==> src/rtl/fifo_pkg.sv <==
// Shared async FIFO parameters and word type.
// Used by the FIFO core and its read-side streaming adapter.
package fifo_pkg;

  localparam int FIFO_WIDTH      = 8;
  localparam int FIFO_DEPTH      = 16;
  localparam int FIFO_ADDR       = 4;
  localparam int RD_STREAM_DEPTH = 4;

  typedef logic [FIFO_WIDTH-1:0] fifo_word_t;

endpackage

==> src/rtl/rd_stream_buf.sv <==
// Circular prefetch storage for fifo_rd_stream.
// Write at tail on capture, indexed read at head.
module rd_stream_buf #(
  parameter int SW    = 8,
  parameter int DEPTH = 4,
  parameter int AW    = 2
) (
  input  logic          clk,
  input  logic          rst,
  input  logic          wr_en,
  input  logic [AW-1:0] wr_idx,
  input  logic [SW-1:0] wr_data,
  input  logic [AW-1:0] rd_idx,
  output logic [SW-1:0] rd_data
);

  logic [SW-1:0] mem [DEPTH];

  // Cleared so the head word reads as zero straight out of reset.
  always_ff @(posedge clk or posedge rst) begin
    if (rst) begin
      for (int i = 0; i < DEPTH; i++) begin
        mem[i] <= '0;
      end
    end else if (wr_en) begin
      mem[wr_idx] <= wr_data;
    end
  end

  assign rd_data = mem[rd_idx];

endmodule

==> src/rtl/fifo_rd_stream.sv <==
// Async FIFO read side re-presented as a valid/ready stream.
// Define FIFO_RD_STREAM_PARITY_EN to store parity and add m_parity_err.
module fifo_rd_stream
  import fifo_pkg::*;
#(
  parameter int WIDTH = FIFO_WIDTH,
  parameter int DEPTH = RD_STREAM_DEPTH,
  parameter int AW    = 2
) (
  input  logic             clk,
  input  logic             rst,
  input  logic             fifo_empty,
  input  logic [WIDTH-1:0] fifo_data,
  output logic             fifo_rd_en,
  output logic             m_valid,
  input  logic             m_ready,
  output logic [WIDTH-1:0] m_data,
`ifdef FIFO_RD_STREAM_PARITY_EN
  output logic             m_parity_err,
`endif
  output logic [AW:0]      m_count
);

`ifdef FIFO_RD_STREAM_PARITY_EN
  localparam int SW = WIDTH + 1;
`else
  localparam int SW = WIDTH;
`endif

  logic [AW:0]   occ;
  logic          inflight;
  logic [AW-1:0] head;
  logic [AW-1:0] tail;
  logic [AW+1:0] credit;
  logic          pop;
  logic [SW-1:0] wr_word;
  logic [SW-1:0] rd_q;

  // Words already requested count against space, so no overrun.
  assign credit = {1'b0, occ} + (AW+2)'(inflight);
  assign fifo_rd_en = ~fifo_empty
                    & (credit < (AW+2)'(DEPTH));

  assign m_valid = (occ != '0);
  assign pop     = m_valid & m_ready;
  assign m_count = occ;

  always_ff @(posedge clk or posedge rst) begin
    if (rst) begin
      occ      <= '0;
      inflight <= 1'b0;
      head     <= '0;
      tail     <= '0;
    end else begin
      inflight <= fifo_rd_en;
      occ      <= occ + (AW+1)'(inflight)
                      - (AW+1)'(pop);
      if (inflight) tail <= tail + AW'(1);
      if (pop)      head <= head + AW'(1);
    end
  end

`ifdef FIFO_RD_STREAM_PARITY_EN
  assign wr_word = {^fifo_data, fifo_data};
  assign m_parity_err = m_valid
                      & (rd_q[WIDTH] != ^rd_q[WIDTH-1:0]);
`else
  assign wr_word = fifo_data;
`endif

  assign m_data = rd_q[WIDTH-1:0];

  rd_stream_buf #(
    .SW    (SW),
    .DEPTH (DEPTH),
    .AW    (AW)
  ) u_buf (
    .clk     (clk),
    .rst     (rst),
    .wr_en   (inflight),
    .wr_idx  (tail),
    .wr_data (wr_word),
    .rd_idx  (head),
    .rd_data (rd_q)
  );

endmodule

==> config.mk <==
export PLATFORM = sky130hd
export DESIGN_NAME = fifo_rd_stream
export DESIGN_NICKNAME = d
export VERILOG_FILES = /design/src/rtl/fifo_pkg.sv /design/src/rtl/rd_stream_buf.sv /design/src/rtl/fifo_rd_stream.sv
export SDC_FILE = /design/constraint.sdc
export NUM_CORES = 1
export LEC_CHECK = 0
export CAP_MARGIN = 10
export CORE_MARGIN = 3
export CORE_UTILIZATION = 60
export CTS_BUF_LIST = sky130_fd_sc_hd__clkbuf_4 sky130_fd_sc_hd__clkbuf_8
export DETAILED_ROUTE_END_ITERATION = 10
export PLACE_DENSITY_LB_ADDON = 0.05
export SLEW_MARGIN = 20
export SYNTH_ARGS = -nofsm -noshare
export SYNTH_HDL_FRONTEND = slang
export SYNTH_HIERARCHICAL = 1
export SYNTH_SLANG_ARGS = --single-unit
==> constraint.sdc <==
create_clock -name clk -period 4 [get_ports clk]
set_clock_uncertainty 0.15 [all_clocks]
set_input_delay 0.4 -clock clk [delete_from_list [all_inputs] [get_ports clk]]
set_output_delay 0.4 -clock clk [all_outputs]
set_load 0.05 [all_outputs]
# Word level (Yosys, flattened, before mapping)
# Index checks and enable logic that the tools add are counted.
[totals]
register_bits = 40
word_cells = 30
[op_classes]
addsub = 5
magnitude_cmp = 4
n_mux = 6
bitwise_logic = 5
reduce_logical = 2
[op_table]
columns = ["op", "n"]
rows = [
  ["32-bit bitwise mux", 1],
  ["8-bit two-way mux", 3],
  ["8-bit binary-select mux with 2-bit select", 1],
  ["8-bit demux with 2-bit select", 1],
  ["3-bit greater-or-equal comparator (second input constant)", 2],
  ["2-bit NOT with 3-bit output", 2],
  ["2-bit by 1-bit adder with 2-bit output (second input constant)", 2],
  ["3-bit by 1-bit adder with 4-bit output", 1],
  ["4-bit by 3-bit less-than comparator with 1-bit output (second input constant)", 1],
  ["3-bit by 1-bit adder with 3-bit output", 1],
  ["3-bit by 1-bit less-than comparator with 1-bit output (second input constant)", 1],
  ["3-bit nonzero test", 1],
  ["3-bit by 1-bit subtractor with 3-bit output", 1],
  ["1-bit bitwise AND", 2],
  ["1-bit logical AND", 1],
  ["1-bit NOT", 1],
]

# Longest topological paths before layout
[logic_depth]
word_depth = 6
depth_mapped = 7
ltp_nobuf = 7

# Modules after synthesis
# Netlist, hierarchy kept.
[modules_own_cells]
columns = ["mod", "n_inst", "cells_per_inst", "area_each_um2", "seq_area_each_um2"]
rows = [
  ["rd_stream_buf", 1, 79, 1405.1, 800.8],
  ["fifo_rd_stream", 1, 30, 390.4, 200.2],
]

# Worst setup path after synthesis
# Ideal clock, no wire load.
[synth_path]
kind = "register to output"
start = "register occ[1] (netlist: m_count[1])"
end = "output fifo_rd_en"
t_arrival_ns = 2.394
required_time_ns = 3.450
setup_slack_ns = 1.056
stages_incl_launch_ff = 4
n_path_buf = 0
path_cell_list = "dfrtp_1 > ha_1 > o211a_1 > o32ai_1"
[synth_via]
elab_chain_len = 3
[synth_rtl]
columns = ["element", "line", "rtl"]
rows = [
  ["start, declared", "fifo_rd_stream.sv:30", "logic [AW:0] occ;"],
  ["start signal, assigned", "fifo_rd_stream.sv:56", "occ <= occ + (AW+1)'(inflight)"],
  ["3-bit by 1-bit adder with 4-bit output", "fifo_rd_stream.sv:40", "assign credit = {1'b0, occ} + (AW+2)'(inflight);"],
  ["4-bit by 3-bit less-than comparator with 1-bit output", "fifo_rd_stream.sv:42", "& (credit < (AW+2)'(DEPTH));"],
  ["1-bit bitwise AND", "fifo_rd_stream.sv:42", ""],
  ["end, declared", "fifo_rd_stream.sv:14", "output logic fifo_rd_en,"],
]
# Every way passes these cells.

# Final worst setup path
# Same ends and word-level chain as after synthesis.

==> results.cfg <==
[run_status]
status = completed

[finish]
area_delta_synth_final_pct = 19.1
final_nets = 155
multi_input_area_um2 = 763
diodes = 0
seqCellArea_um2 = 1000
drive_gt1_share_pct = 38.8
fillCellCount = 191

[yosys]
synth_common_cells = dfrtp_1, mux2_2, mux4_2
async_reset_ff_share_pct = 100
synthCells = 109
ys.flop_type = dfrtp_1
synth_area_um2 = 1800
ys_ff_latch = 40
ys_top_cells_by_area = dfrtp_1, mux2_2, mux4_2
synth_edf_count = 0
synth_nets = 125
syn_avg_cell_area_um2 = 16.5
yosysMostFrequentCell = dfrtp_1
yosysSeqAreaShare_pct = 55.7
synth_area_leader_cell = dfrtp_1
yosysWarningCount = 6
synthDominantCellAreaShare_pct = 55.7
synth_cell_types = 20

[placement]
dp_hpwl_mm = 2.25
gp_congestion = 0.706
portBuffers = 24

[worst_setup_path]
reg2reg_slack_ps = 1800
r2r_end = m_count[2]
critPathLaunchType = flop
r2r_cells = 7
required_ps = 3450
reg2reg_from = m_count[1]
critical_path_arrival_ps = 2470
crit_type = flop to primary output
crit_path_max_fanout = 8
worstSetupEndpointType = primary output

[detailed_routing]
drt-vias-per-instance = 5.98
ant_nets = 0
wl_per_cell_um = 18.5
vias = 1017
wirelength_mm = 3.15
drt_pass1_iterations = 4
drc_errors = 0
drt_iter0_markers = 27

[cts]
path_clk_slew_ps = 100
clock_path_buffers = 2
htree_num_levels = 2
ctsRootBufferMaster = clkbuf_4
post_cts_resized = 0
post_cts_buffers = 0
tritoncts = built
clock-sinks = 40
cts_buffers = 5
cts_hold_buf = 0
worstSkewPairLatency_ps = 330

[grt]
globalRouteMet1Util_pct = 25.1
antenna_found_initial = 0
grt_usage_pct = 20.2
grt_overflow = 0
met2_usage_pct = 33.3
grt_pass1_vias = 1101
use_met3_pct = 7.02
grt-busiest-layer = met2
grt_max_degree = 25
grt_pass1_wl_mm = 5.22

[floorplan]
die_y_um = 60.7
die_w_um = 60.7
dieArea_um2 = 3690
rows = 19
initial_utilization_pct = 64.0
boundaryPins = 25
fp.coreArea_um2 = 2810

[sta]
rsz0062_at_grt = false
slew_headroom_pct = 59.0
hold_viol_final = 0
tightestPinTransition_ps = 615
fin_crit_sh_pct = 75.6
fmax_mhz = 331
drv_slew = 0
setup_viol = 0
period_minus_slack_ps = 3020
setup-tns-final_ps = 0

[job]
maxCapViolations = 0

[hold_path]
hold_path_class = primary input to asynchronous set/reset pin
## sequential cells by signal, summed over array words and instances, names as in the netlist
signal	flops
head	2
inflight	1
m_count	3
tail	2
u_buf/mem	32
## metrics by stage
step	instance area, µm²	instances	utilization, %	setup slack (ps)	hold slack, ps
CTS	2140	170	76.2	943	190
detailed placement	2070	163	73.9	1350	339
floorplan	1800	109	-	1060	65.7
global route	2140	170	76.2	831	184
global placement	2070	163	73.9	1400	332
finish	2140	170	76.2	976	192
## critical path, stage by stage (launching register included)
cell             delay [ps]
dfrtp_1                 490
ha_1                    260
o211a_1                 210
o32ai_1                 300
clkdlybuf4s50_1         870
## cell usage in the layout, fill, tap and decap left out
cell type	instances
ha_1	3
fa_1	1
nand3_2	1
o311ai_2	1
inv_1	6
mux4_2	8
nand2_1	1
xnor2_1	2
o211a_1	1
mux2_2	32
nand3b_1	2
o32ai_1	1
o31a_1	1
nand3b_2	2
clkdlybuf4s50_1	24
clkbuf_4	5
xor2_1	3
buf_4	1
dfrtp_1	40
or3_2	1
clkbuf_8	2
nor3b_4	1
## cell type report
cell class / instances / share of cell area [%]
Timing Repair Buffer: 25 / 11.6
Tap cell: 31 / 1.81
Multi-Input combinational cell: 61 / 35.7
Clock buffer: 7 / 3.04
Sequential cell: 40 / 46.8
Inverter: 6 / 1.05
## routing by layer
metal  vias to the layer above  wire [µm]
met2                        18       1620
met4                         0         48
li1                        468          -
met3                         7        111
met1                       524       1370
met5                         -          0
## cells by family after synthesis
kind of cell	count (synthesis)	synth area share, %
multiplexers	40	30.1
flip-flops	40	55.7
buffers and inverters	8	1.74
AND/OR/NAND/NOR	8	4.32
XOR/XNOR	5	2.44
AO/OA/AOI/OAI	4	2.44
adder cells (fa/ha/maj)	4	3.21
## worst max-delay path by stage
stage / startpoint / end / slack, ps
6_report: m_count[1] / fifo_rd_en / 980
5_1_grt: m_count[1] / fifo_rd_en / 830
2_1_floorplan: m_count[1] / fifo_rd_en / 1060
3_5_place_dp: m_count[1] / fifo_rd_en / 1350
4_1_cts: m_count[1] / fifo_rd_en / 940
3_3_place_gp: head[0] / m_data[2] / 1400
Power is left out: the tool's default activity adds up to more than one toggle a clock period on the data nets, which glitch-free logic cannot reach.
